**config.mk**
```make
export PLATFORM = sky130hd
export DESIGN_NAME = gpu_ram_port_b_arbiter
export DESIGN_NICKNAME = d
export VERILOG_FILES = /design/src/rtl/gpu_ram_arb_pkg.sv /design/src/rtl/gpu_ram_rd_tag_pipe.sv /design/src/rtl/gpu_ram_port_b_arbiter.sv
export SDC_FILE = /design/constraint.sdc
export NUM_CORES = 1
export LEC_CHECK = 0
export CAP_MARGIN = 15
export CORE_UTILIZATION = 45
export CTS_BUF_LIST = sky130_fd_sc_hd__clkbuf_4 sky130_fd_sc_hd__clkbuf_8 sky130_fd_sc_hd__clkbuf_16
export CTS_CLUSTER_SIZE = 24
export DETAILED_ROUTE_END_ITERATION = 10
export PLACE_DENSITY = 0.81
export SYNTH_ARGS = -nofsm -noshare
export SYNTH_HDL_FRONTEND = slang
export SYNTH_SLANG_ARGS = --single-unit
```
**constraint.sdc**
```tcl
create_clock -name clk -period 2.3 [get_ports clk]
set_input_delay 0.23 -clock clk [delete_from_list [all_inputs] [get_ports clk]]
set_output_delay 0.23 -clock clk [all_outputs]
set_load 0.02 [all_outputs]
```
**src/rtl/gpu_ram_arb_pkg.sv**
```systemverilog
`default_nettype none
// ============================================================================
// Module      : gpu_ram_arb_pkg
// Description : Shared types and constants for the GPU RAM port B arbiter.
// Revision    : 1.0 - initial release
// ============================================================================
package gpu_ram_arb_pkg;

    localparam int RD_LATENCY = 3;

    typedef enum logic [1:0] {
        IDLE     = 2'd0,
        OWN_HOST = 2'd1,
        OWN_GEO  = 2'd2
    } arb_state_t;

    typedef enum logic {
        HOST = 1'b0,
        GEO  = 1'b1
    } req_id_t;

endpackage
`default_nettype wire

```
**src/rtl/gpu_ram_rd_tag_pipe.sv**
```systemverilog
`default_nettype none
// ============================================================================
// Module      : gpu_ram_rd_tag_pipe
// Description : Fixed-depth valid + requester-ID shift pipe that tracks reads
//               in flight so returns route independently of arbiter state.
// Revision    : 1.0 - initial release
// ============================================================================
module gpu_ram_rd_tag_pipe
    import gpu_ram_arb_pkg::*;
#(
    parameter int DEPTH = RD_LATENCY
)(
    input  logic    clk,
    input  logic    rst,
    input  logic    in_valid,
    input  req_id_t in_id,
    output logic    out_valid,
    output req_id_t out_id
);

    logic    [DEPTH-1:0] r_valid;
    req_id_t             r_id [DEPTH];

    always_ff @(posedge clk or posedge rst) begin
        if (rst) begin
            r_valid <= '0;
            for (int i = 0; i < DEPTH; i++) begin
                r_id[i] <= HOST;
            end
        end else begin
            r_valid[0] <= in_valid;
            r_id[0]    <= in_id;
            for (int i = 1; i < DEPTH; i++) begin
                r_valid[i] <= r_valid[i-1];
                r_id[i]    <= r_id[i-1];
            end
        end
    end

    assign out_valid = r_valid[DEPTH-1];
    assign out_id    = r_id[DEPTH-1];

endmodule
`default_nettype wire

```
**src/rtl/gpu_ram_port_b_arbiter.sv**
```systemverilog
`default_nettype none
// ============================================================================
// Module      : gpu_ram_port_b_arbiter
// Description : Two-requester (host, geometry) burst arbiter for RAM port B
//               with registered RAM outputs and a fixed 3-cycle read return.
//               GPU_RAM_ARB_ROUND_ROBIN_EN selects round-robin instead of
//               fixed host priority.
// Revision    : 1.0 - initial release
// ============================================================================
module gpu_ram_port_b_arbiter
    import gpu_ram_arb_pkg::*;
#(
    parameter int ADDR_SIZE = 14,
    parameter int NUM_WORDS = 2**ADDR_SIZE,
    parameter int MAX_BURST = 8
)(
    input  logic        clk,
    input  logic        rst,

    input  logic        host_req,
    input  logic        host_wr,
    input  logic [19:0] host_addr,
    input  logic [7:0]  host_wdata,
    output logic        host_ack,
    output logic        host_rd_valid,
    output logic [7:0]  host_rdata,

    input  logic        geo_req,
    input  logic        geo_wr,
    input  logic [19:0] geo_addr,
    input  logic [7:0]  geo_wdata,
    output logic        geo_ack,
    output logic        geo_rd_valid,
    output logic [7:0]  geo_rdata,

    output logic [19:0] ram_addr_b,
    output logic        ram_wr_en_b,
    output logic [7:0]  ram_data_in_b,
    input  logic [7:0]  ram_data_out_b
);

    localparam logic [7:0]  c_last_beat = 8'(MAX_BURST - 1);
    localparam logic [20:0] c_num_words = 21'(NUM_WORDS);

    arb_state_t  r_state;
    arb_state_t  w_next_state;
    logic [7:0]  r_burst_cnt;
    req_id_t     w_winner;

    logic        w_accept;
    req_id_t     w_acc_id;
    logic        w_acc_wr;
    logic [19:0] w_acc_addr;
    logic [7:0]  w_acc_wdata;
    logic        w_acc_in_range;

    logic        r_oob_d1;
    logic        r_oob_d2;
    logic [7:0]  r_rd_data;
    logic [7:0]  r_host_rdata_hold;
    logic [7:0]  r_geo_rdata_hold;

    logic        w_tag_valid;
    req_id_t     w_tag_id;

`ifdef GPU_RAM_ARB_ROUND_ROBIN_EN
    req_id_t     r_last_owner;

    always_comb begin
        w_winner = GEO;
        if (host_req && geo_req) begin
            if (r_last_owner == HOST) begin
                w_winner = GEO;
            end else begin
                w_winner = HOST;
            end
        end else if (host_req) begin
            w_winner = HOST;
        end
    end

    // Reset value GEO makes the first contested arbitration go to host.
    always_ff @(posedge clk or posedge rst) begin
        if (rst) begin
            r_last_owner <= GEO;
        end else if (r_state == IDLE && (host_req || geo_req)) begin
            r_last_owner <= w_winner;
        end
    end
`else
    always_comb begin
        w_winner = GEO;
        if (host_req) begin
            w_winner = HOST;
        end
    end
`endif

    always_comb begin
        w_next_state = r_state;
        host_ack     = 1'b0;
        geo_ack      = 1'b0;
        case (r_state)
            IDLE: begin
                if (host_req || geo_req) begin
                    if (w_winner == HOST) begin
                        w_next_state = OWN_HOST;
                    end else begin
                        w_next_state = OWN_GEO;
                    end
                end
            end
            OWN_HOST: begin
                host_ack = host_req;
                if (!host_req || r_burst_cnt == c_last_beat) begin
                    w_next_state = IDLE;
                end
            end
            OWN_GEO: begin
                geo_ack = geo_req;
                if (!geo_req || r_burst_cnt == c_last_beat) begin
                    w_next_state = IDLE;
                end
            end
            default: w_next_state = IDLE;
        endcase
    end

    always_comb begin
        w_acc_id    = HOST;
        w_acc_wr    = host_wr;
        w_acc_addr  = host_addr;
        w_acc_wdata = host_wdata;
        if (r_state == OWN_GEO) begin
            w_acc_id    = GEO;
            w_acc_wr    = geo_wr;
            w_acc_addr  = geo_addr;
            w_acc_wdata = geo_wdata;
        end
    end

    assign w_accept       = host_ack | geo_ack;
    assign w_acc_in_range = {1'b0, w_acc_addr} < c_num_words;

    // Every entry into OWN_x comes from IDLE, so clearing there covers it.
    always_ff @(posedge clk or posedge rst) begin
        if (rst) begin
            r_state     <= IDLE;
            r_burst_cnt <= 8'd0;
        end else begin
            r_state <= w_next_state;
            if (r_state == IDLE) begin
                r_burst_cnt <= 8'd0;
            end else if (w_accept) begin
                r_burst_cnt <= r_burst_cnt + 8'd1;
            end
        end
    end

    always_ff @(posedge clk or posedge rst) begin
        if (rst) begin
            ram_addr_b    <= 20'd0;
            ram_wr_en_b   <= 1'b0;
            ram_data_in_b <= 8'd0;
        end else begin
            ram_wr_en_b <= w_accept && w_acc_wr && w_acc_in_range;
            if (w_accept) begin
                ram_addr_b    <= w_acc_addr;
                ram_data_in_b <= w_acc_wdata;
            end
        end
    end

    // Out-of-range flag follows the address to the cycle RAM data appears.
    always_ff @(posedge clk or posedge rst) begin
        if (rst) begin
            r_oob_d1  <= 1'b0;
            r_oob_d2  <= 1'b0;
            r_rd_data <= 8'd0;
        end else begin
            r_oob_d1  <= w_accept && !w_acc_in_range;
            r_oob_d2  <= r_oob_d1;
            r_rd_data <= r_oob_d2 ? 8'd0 : ram_data_out_b;
        end
    end

    gpu_ram_rd_tag_pipe #(
        .DEPTH     (RD_LATENCY)
    ) u_tag_pipe (
        .clk       (clk),
        .rst       (rst),
        .in_valid  (w_accept && !w_acc_wr),
        .in_id     (w_acc_id),
        .out_valid (w_tag_valid),
        .out_id    (w_tag_id)
    );

    assign host_rd_valid = w_tag_valid && (w_tag_id == HOST);
    assign geo_rd_valid  = w_tag_valid && (w_tag_id == GEO);

    always_ff @(posedge clk or posedge rst) begin
        if (rst) begin
            r_host_rdata_hold <= 8'd0;
            r_geo_rdata_hold  <= 8'd0;
        end else begin
            if (host_rd_valid) begin
                r_host_rdata_hold <= r_rd_data;
            end
            if (geo_rd_valid) begin
                r_geo_rdata_hold <= r_rd_data;
            end
        end
    end

    assign host_rdata = host_rd_valid ? r_rd_data : r_host_rdata_hold;
    assign geo_rdata  = geo_rd_valid  ? r_rd_data : r_geo_rdata_hold;

endmodule
`default_nettype wire

```
; Yosys cells after proc, flatten, opt, wreduce, memory -nomap -nowiden
; Cells that the tools add are included.
[word_totals]
ff_bits = 71
latchBits = 0
mem_bits_rw = 0
mem_bits_ro = 0
output_inout_bits = 49
memories = 0
[op_classes]
n_addsub = 1
n_mul = 0
div_mod_pow = 0
magnitude_cmp = 1
n_eq_ne = 6
n_shift = 0
n_mux = 16
bitwise = 2
reduce_logical = 16
[op_table]
columns = op, n
row1 = 8-bit two-way mux, 6
row2 = "20-bit by 15-bit < comparator with 1-bit output, second input constant", 1
row3 = 20-bit two-way mux, 1
row4 = "8-bit by 1-bit adder with 8-bit output, second input constant", 1
row5 = "8-bit by 3-bit == test with 1-bit output, second input constant", 1
row6 = 2-bit two-way mux, 4
row7 = 1-bit logical AND, 6
row8 = "2-bit inequality test, second input constant", 3
row9 = 2-bit case mux with 3 select lines, 1
row10 = 1-bit logical NOT, 4
row11 = 1-bit two-way mux, 4
row12 = 1-bit logical OR, 3
row13 = 3-bit AND reduction, 1
row14 = "2-bit by 1-bit == test with 1-bit output, second input constant", 1
row15 = "2-bit == test, second input constant", 1
row16 = 2-bit logical NOT, 1
row17 = 2-bit nonzero test, 1
row18 = 1-bit NOT, 1
row19 = 1-bit OR, 1

; Logic depth before layout (Yosys ltp)
; Gate-level depths: netlist of run 1.
[logic_depth]
ltp_word = 5
mapped_depth = 5
mapped_depth_nobuf = 4

; Modules after synthesis
; Synthesis of run 1 repeated with hierarchy kept, for this count alone.
[unflattened]
cells_unflattened = 254
area_unflattened_um2 = 3010.4
[modules_own_cells]
columns = mod, instances, cells_each, area_each_um2
row1 = gpu_ram_port_b_arbiter, 1, 247, 2856.5
row2 = gpu_ram_rd_tag_pipe, 1, 7, 153.9

; Worst setup path before layout of run 1
; Ideal clock, no wire load.
[synth_timing]
path_kind = reg-to-output
startpoint = register u_tag_pipe.r_id (netlist bit u_tag_pipe.out_id)
endpoint = output port host_rdata[0]
arrival_time_ns = 1.343
required_time_ns = 2.070
setup_slack_ns = 0.727
path_stages_with_launch = 4
cell_sequence = dfrtp_1 -> nor2b_1 -> clkbuf_1 -> mux2_2
[synth_via]
elab_chain_cells = 3
[synth_lines]
columns = element, line_no
row1 = from (decl), gpu_ram_rd_tag_pipe.sv:22  ; req_id_t r_id [DEPTH];
row2 = "from (signal, indexed assignment)", gpu_ram_rd_tag_pipe.sv:35  ; r_id[i] <= r_id[i-1];
row3 = 1-bit NOT, gpu_ram_port_b_arbiter.sv:198  ; assign host_rd_valid = w_tag_valid && (w_tag_id == HOST);
row4 = 1-bit logical AND, gpu_ram_port_b_arbiter.sv:198
row5 = net host_rd_valid, gpu_ram_port_b_arbiter.sv:25  ; output logic host_rd_valid,
row6 = 8-bit two-way mux, --
row7 = to (decl), gpu_ram_port_b_arbiter.sv:26  ; output logic [7:0] host_rdata,
; The timed path passes the listed nets, and every way through them passes these cells.

; Final worst setup path of run 1
[layout_timing]
startpoint = register u_tag_pipe.r_id (netlist bit u_tag_pipe.out_id)
endpoint = output port geo_rdata[6]
[layout_via]
elab_chain_cells = 2
[layout_lines]
columns = element, line_no
row1 = 1-bit logical AND, gpu_ram_port_b_arbiter.sv:199  ; assign geo_rd_valid = w_tag_valid && (w_tag_id == GEO);
row2 = 8-bit two-way mux, --
row3 = to (decl), gpu_ram_port_b_arbiter.sv:34  ; output logic [7:0] geo_rdata,
; No other way between the ends.

==> results_tabular.tex, run 1 <==
\begin{tabular}{lr}
\hline
Metric & Value \\
\hline
\multicolumn{2}{l}{\textbf{Floorplanning}} \\
Row Count & 30 \\
Effective utilization at floorplan & 0.473 \\
Overall die width & 87.0 um \\
Top Ports & 119 \\
Die Y & 87.0 um \\
Area enclosed by the die boundary & 0.00757 mm\^{}2 \\
Core area & 0.00687 mm\^{}2 \\
\multicolumn{2}{l}{\textbf{Finish}} \\
Fill cell total of the finished layout & 512 \\
Share of cells above drive strength 1 & 0.266 \\
Number of antenna diodes & 0 \\
Nets@finish & 415 \\
Post-synthesis to final-layout area growth & 45.9\% \\
\multicolumn{2}{l}{\textbf{Clocking}} \\
Clock transition time at the flip-flop clock pins of the worst setup and hold paths & 80 ps \\
Post-cts resize count & 0 \\
Maximum clock insertion buffer count & 2 \\
Clk sink count & 71 \\
TritonCTS clock tree & done \\
Quantity of hold-fixing buffers added after cts & 0 \\
Worst-Skew Late Latency & 330 ps \\
Clock buffer count from CTS & 9 \\
H-tree depth reported by CTS & 3 \\
Root Driver & sky130\_fd\_sc\_hd\_\_clkbuf\_8 \\
Post-CTS setup buffer count & 0 \\
\multicolumn{2}{l}{\textbf{Yosys}} \\
Proportion of synthesized flip-flops having asynchronous set or reset & 1.00 \\
Dominant register cell in the synthesized netlist & sky130\_fd\_sc\_hd\_\_dfrtp\_1 \\
Sequential fraction of the synthesis area & 0.547 \\
Synthesized netlist net count & 291 \\
Number of synthesized register bits & 71 \\
Synth Cell Area & 0.00325 mm\^{}2 \\
Yosys cell types & 33 \\
Number of standard cells after synthesis & 220 \\
Syn avg cell area & 14.8 um\^{}2 \\
Synth Warn \# & 0 \\
Number of enable-type register cells in the synthesized netlist & 0 \\
\multicolumn{2}{l}{\textbf{Placement}} \\
GP Congestion & 0.795 \\
Place WS & 293 ps \\
Detailed placer's ending HPWL & 4990 um \\
Number of buffers inserted by port buffering & 118 \\
\multicolumn{2}{l}{\textbf{Global routing}} \\
Number of antenna violations at the first check in global routing & 0 \\
Overall track demand over capacity in global routing & 0.194 \\
First-pass GRT wire length & 11,100 um \\
Global route overflow & 0 \\
Via count of the first global-routing pass & 2,280 \\
Maximum number of pins on one net before global-route repair & 72 \\
\multicolumn{2}{l}{\textbf{Routing}} \\
WL/cell & 15.3 um \\
Detailed Route Iter0 Violations & 55 \\
Drt total wl & 6810 um \\
Routed vias & 2,183 \\
Post-detailed-route DRC marker count & 0 \\
First-pass DRT Iterations & 4 \\
Number of routed nets with antenna violations & 0 \\
Detailed-route vias per instance & 4.91 \\
\multicolumn{2}{l}{\textbf{STA}} \\
Worst Slack Setup Final & 110 ps \\
Count of pins over their slew limit & 0 \\
Relative slew slack & 0.622 \\
Ratio of final minimum period to clock period & 0.952 \\
Fmax & 0.457 GHz \\
Number of setup violations in the final report & 0 \\
Final Critical Period & 2190 ps \\
Unrepaired setup endpoints after global routing & no \\
Setup skew after layout & 13.5 ps \\
Actual transition at the worst max-transition pin & 562 ps \\
Final hold violation count & 0 \\
Setup TNS & 0 ps \\
\multicolumn{2}{l}{\textbf{Power and ir drop}} \\
Largest voltage drop on the vdd net & 0.362 mV \\
Leakage power figure & 2.11 nW \\
P per Cell Area & 808 mW/mm\^{}2 \\
\multicolumn{2}{l}{\textbf{Worst setup path}} \\
Worst Setup Path Type & flop to output port \\
Critical Path Fanout Max & 9 \\
Category of the worst setup path capture point & output port \\
CP Data Arrival Time & 1960 ps \\
Critical path launch point type & flop \\
Crit path required time & 2070 ps \\
\multicolumn{2}{l}{\textbf{Flow run}} \\
Max-cap violations & 0 \\
\multicolumn{2}{l}{\textbf{Status}} \\
Outcome & complete, no violations \\
\multicolumn{2}{l}{\textbf{Hold path}} \\
Classification of the worst-slack hold path & primary input to asynchronous set/reset pin \\
\hline
\end{tabular}
==> critical path, stage by stage (launching register included) <==
cell and delay (ps):
sky130_fd_sc_hd__dfrtp_1 380, sky130_fd_sc_hd__nand2_1 320, sky130_fd_sc_hd__mux2_2 400, sky130_fd_sc_hd__clkdlybuf4s50_1 540
==> cells by family after synthesis <==
| family | after synthesis | synth area share |
|---|---|---|
| buffers and inverters | 14 | 0.0335 |
| multiplexers | 78 | 0.312 |
| adder cells (fa/ha/maj) | 1 | 0.00385 |
| flip-flops | 71 | 0.547 |
| AND/OR/NAND/NOR | 42 | 0.0751 |
| AO/OA/AOI/OAI | 14 | 0.0293 |
==> layout by cell type, fill, tap and decap left out, drive strengths merged, types with 4 or more instances in the layout <==
cell,synthesis,routed
nand2,9,9
mux2i,6,6
dfrtp,71,71
clkbuf,2,10
a21oi,4,4
clkdlybuf4s50,0,118
nor2,4,4
nor2b,11,11
inv,5,6
mux2,72,72
buf,7,4
==> worst paths after layout <==
path	end	slack [ps]	from	depth (start not counted)
min	r_rd_data[0]	300	rst	3
min reg2reg	u_tag_pipe.r_valid[1]	350	u_tag_pipe.r_valid[0]	0
max reg2reg	ram_data_in_b[1]	450	r_state[0]	5
max	geo_rdata[6]	110	u_tag_pipe.out_id	3
max in group asynchronous	r_state[1]	1720	rst	3
min in group clk	u_tag_pipe.r_valid[1]	350	u_tag_pipe.r_valid[0]	0
==> per-stage QoR <==
| step | instances | total power, W | utilization | hold slack (ps) | instance area, um^2 |
|---|---|---|---|---|---|
| after floorplan | 220 | 0.00225 | - | 320 | 3250 |
| final | 445 | 0.00383 | 0.690 | 298 | 4740 |
| after global routing | 445 | 0.00401 | 0.690 | 328 | 4740 |
| after CTS | 445 | 0.00387 | 0.690 | 307 | 4740 |
| after detailed placement | 429 | 0.00287 | 0.660 | 336 | 4540 |
| after global placement | 429 | 0.00284 | 0.660 | 332 | 4540 |
==> final cells by class <==
type                       count  area (um^2)  area share
inverter                       5         18.8     0.00396
timing repair buffer         122         1250       0.263
clock buffer                  10          138      0.0290
sequential                    71         1780       0.375
multi-input combinational    135         1370       0.289
clock inverter                 6         67.6      0.0142
tap                           96          120      0.0253
==> cells in the mapped netlist (all sizes together) (3+ instances only) <==
library cell,instances,share of area
nand3b,3,0.0069
buf,7,0.025
nor2b,11,0.021
inv,5,0.0058
nor2,4,0.0069
mux2i,6,0.018
a211oi,3,0.0069
dfrtp,71,0.55
mux2,72,0.29
o21ai,3,0.0046
nand2,9,0.010
a21oi,4,0.0062
==> routing by layer <==
metal / part of all wire / vias to the layer above / track usage / wire length, um
met5: 0 / - / 0 / 0
li1: - / 1034 / - / -
met1: 0.43 / 1078 / 0.247 / 2890
met2: 0.51 / 66 / 0.329 / 3500
met3: 0.050 / 5 / 0.0370 / 340
met4: 0.011 / 0 / 0.0682 / 72
==> where the power goes <==
group          switching [W]  internal [W]  leakage (nW)
Clock               0.000463      0.000534        0.0989
Combinational       0.000534      0.000721          1.12
Sequential          0.000110       0.00147         0.889
==> state kept, by name (all words and copies together), names as in the netlist <==
name and flops:
u_tag_pipe.r_valid 3, ram_addr_b 20, r_oob_d2 1, r_geo_rdata_hold 8, u_tag_pipe.out_id 1, r_burst_cnt 8
r_state 2, ram_wr_en_b 1, r_rd_data 8, ram_data_in_b 8, r_host_rdata_hold 8, u_tag_pipe.r_id 2
r_oob_d1 1
Power figures use the tool's default switching activity.
==> inputs of run 2 (changes only) <==
PLACE_DENSITY = not set   (was 0.81)
PLACE_DENSITY_LB_ADDON = 0.2   (was not set)
==> run 2 against run 1 <==
- design area grew 1.2%
- critical path type unchanged
- cell count grew 0.45%
- clock power grew 19%
- register-to-register slack gained 150 ps
- worst hold slack lost 25 ps
- largest cell class unchanged
- sequential share of layout area shrank 0.43 points
- first-iteration DRC count shrank 22%
- power grew 4.8%
- worst setup slack lost 16 ps
- clock skew shrank 6.4 ps
==> results_tabular.tex, run 2 (synthesized netlist as in run 1, its figures left out) <==
\begin{tabular}{lr}
\hline
Metric & Value \\
\hline
\multicolumn{2}{l}{\textbf{Status}} \\
Outcome & complete, no violations \\
\multicolumn{2}{l}{\textbf{Clocking}} \\
Root Driver & sky130\_fd\_sc\_hd\_\_clkbuf\_8 \\
Clk sink count & 71 (unchanged) \\
H-tree depth reported by CTS & 3 (unchanged) \\
Quantity of hold-fixing buffers added after cts & 0 (unchanged) \\
Clock transition time at the flip-flop clock pins of the worst setup and hold paths & 70 ps (about the same) \\
Post-cts resize count & 0 (unchanged) \\
Maximum clock insertion buffer count & 2 (unchanged) \\
TritonCTS clock tree & done \\
Post-CTS setup buffer count & 0 (unchanged) \\
Worst-Skew Late Latency & 330 ps (about the same) \\
Clock buffer count from CTS & 9 (unchanged) \\
\multicolumn{2}{l}{\textbf{Routing}} \\
Routed vias & 2,189 (+0.27\%) \\
WL/cell & 14.5 um (-5.2\%) \\
First-pass DRT Iterations & 4 (unchanged) \\
Post-detailed-route DRC marker count & 0 (unchanged) \\
Routed length on met1 & 2730 um (-5.5\%) \\
Drt total wl & 6480 um (-4.7\%) \\
Uppermost layer routed & met4 \\
Number of routed nets with antenna violations & 0 (unchanged) \\
Met2 layer wire length in the routed design & 3170 um (-9.5\%) \\
Met3 layer wire length in the routed design & 444 um (+31\%) \\
Detailed-route vias per instance & 4.90 (-0.17\%) \\
Detailed Route Iter0 Violations & 43 (-22\%) \\
\multicolumn{2}{l}{\textbf{Placement}} \\
Detailed placer's ending HPWL & 4820 um (-3.3\%) \\
Number of buffers inserted by port buffering & 118 (unchanged) \\
GP Congestion & 0.761 (-4.3\%) \\
\multicolumn{2}{l}{\textbf{Finish}} \\
Core Util, Final & 0.698 (+0.00801) \\
Share of cells above drive strength 1 & 0.271 (+0.00418) \\
Commonest non-fill, non-tap cell in the layout & sky130\_fd\_sc\_hd\_\_clkdlybuf4s50\_1 \\
Number of antenna diodes & 0 (unchanged) \\
Post-synthesis to final-layout area growth & 47.6\% \\
Register with the most flip-flops & ram\_addr\_b \\
Nets@finish & 417 (+0.48\%) \\
Top library cells by usage in the layout, fill and taps aside & sky130\_fd\_sc\_hd\_\_clkdlybuf4s50\_1, sky130\_fd\_sc\_hd\_\_dfrtp\_1, sky130\_fd\_sc\_hd\_\_mux2\_4, sky130\_fd\_sc\_hd\_\_mux2\_2, sky130\_fd\_sc\_hd\_\_nor2b\_1 \\
Number of flip-flops in the largest register & 20 (unchanged) \\
\multicolumn{2}{l}{\textbf{Global routing}} \\
Number of antenna violations at the first check in global routing & 0 (unchanged) \\
First-pass GRT wire length & 10,600 um (-4.7\%) \\
Global route overflow & 0 (unchanged) \\
Overall track demand over capacity in global routing & 0.183 (-0.0103) \\
Maximum number of pins on one net before global-route repair & 38 (-47\%) \\
Via count of the first global-routing pass & 2,245 (-1.5\%) \\
\multicolumn{2}{l}{\textbf{Worst setup path}} \\
CP Data Arrival Time & 1980 ps (+20 ps) \\
Critical path launch point type & flop \\
Critical Path Fanout Max & 9 (unchanged) \\
Crit path required time & 2070 ps (about the same) \\
Worst Setup Path Type & flop to output port \\
Category of the worst setup path capture point & output port \\
\multicolumn{2}{l}{\textbf{Power and ir drop}} \\
P per Cell Area & 837 mW/mm\^{}2 (+3.6\%) \\
Largest voltage drop on the vdd net & 0.427 mV (+18\%) \\
Leakage power figure & 2.14 nW (+1.6\%) \\
\multicolumn{2}{l}{\textbf{Hold path}} \\
Classification of the worst-slack hold path & primary input to asynchronous set/reset pin \\
\multicolumn{2}{l}{\textbf{STA}} \\
Ratio of final minimum period to clock period & 0.959 (+0.00686) \\
Unrepaired setup endpoints after global routing & no \\
Fmax & 0.453 GHz (-0.72\%) \\
Actual transition at the worst max-transition pin & 548 ps (-14.3 ps) \\
Number of setup violations in the final report & 0 (unchanged) \\
Setup skew after layout & 7.07 ps (-6.42 ps) \\
Relative slew slack & 0.632 (+0.00960) \\
Count of pins over their slew limit & 0 (unchanged) \\
Setup TNS & 0 ps (unchanged) \\
Final Critical Period & 2210 ps (+15.8 ps) \\
Final hold violation count & 0 (unchanged) \\
\multicolumn{2}{l}{\textbf{Floorplanning}} \\
Effective utilization at floorplan & 0.473 (unchanged) \\
Overall die width & 87.0 um (unchanged) \\
Top Ports & 119 (unchanged) \\
Die Y & 87.0 um (unchanged) \\
Area enclosed by the die boundary & 0.00757 mm\^{}2 (unchanged) \\
Core area & 0.00687 mm\^{}2 (unchanged) \\
Row Count & 30 (unchanged) \\
\multicolumn{2}{l}{\textbf{Flow run}} \\
Max-cap violations & 0 (unchanged) \\
\hline
\end{tabular}
run 2: report_power, final:
| group | switching (W) | internal [W] |
|---|---|---|
| logic | 0.000527 | 0.000723 |
| clock network | 0.000469 | 0.000724 |
| registers | 0.000103 | 0.00147 |
| total | 0.00110 | 0.00292 |
run 2: worst max-delay path, stage by stage, from the launching register on:
cell,delay (ps)
sky130_fd_sc_hd__dfrtp_1,390
sky130_fd_sc_hd__nand2_1,320
sky130_fd_sc_hd__mux2_2,400
sky130_fd_sc_hd__clkdlybuf4s50_1,540
run 2: worst paths after layout:
kind                                     from                    to  slack, ps  cells after the start
setup / recovery            u_tag_pipe.out_id          geo_rdata[6]         90                      3
hold / removal                            rst            r_state[0]        270                      2
setup reg to reg                   r_state[0]      ram_data_in_b[5]        600                      5
hold reg to reg            u_tag_pipe.r_id[2]    u_tag_pipe.r_id[1]        350                      0
max in group asynchronous                 rst  r_host_rdata_hold[7]       1440                      3
min in group clk           u_tag_pipe.r_id[2]    u_tag_pipe.r_id[1]        350                      0
run 2: area by class of cell:
type,count,area (um^2)
sequential,71,1780
fill,536,2070
tap,96,120
clock buffer,9,124
clock inverter,7,121
timing repair buffer,124,1260
multi-input combinational,135,1370
inverter,5,18.8
run 2: per-stage QoR:
stage | area, um^2 | hold WS [ps] | setup WS, ps | instances | total power [W]
after detailed placement | 4550 | 335 | 337 | 431 | 0.00286
after CTS | 4800 | 283 | 62.9 | 447 | 0.00406
after floorplan | 3250 | 320 | 273 | 220 | 0.00225
final | 4800 | 274 | 93.9 | 447 | 0.00401
after global placement | 4550 | 331 | 376 | 431 | 0.00283
after global routing | 4800 | 315 | 2.92 | 447 | 0.00420
run 2: per-layer routing:
layer  up-vias  GRT usage
li1       1034          -
met1      1060      0.229
met2        82      0.295
met3        13     0.0559
met4         0     0.0803
met5         -          0
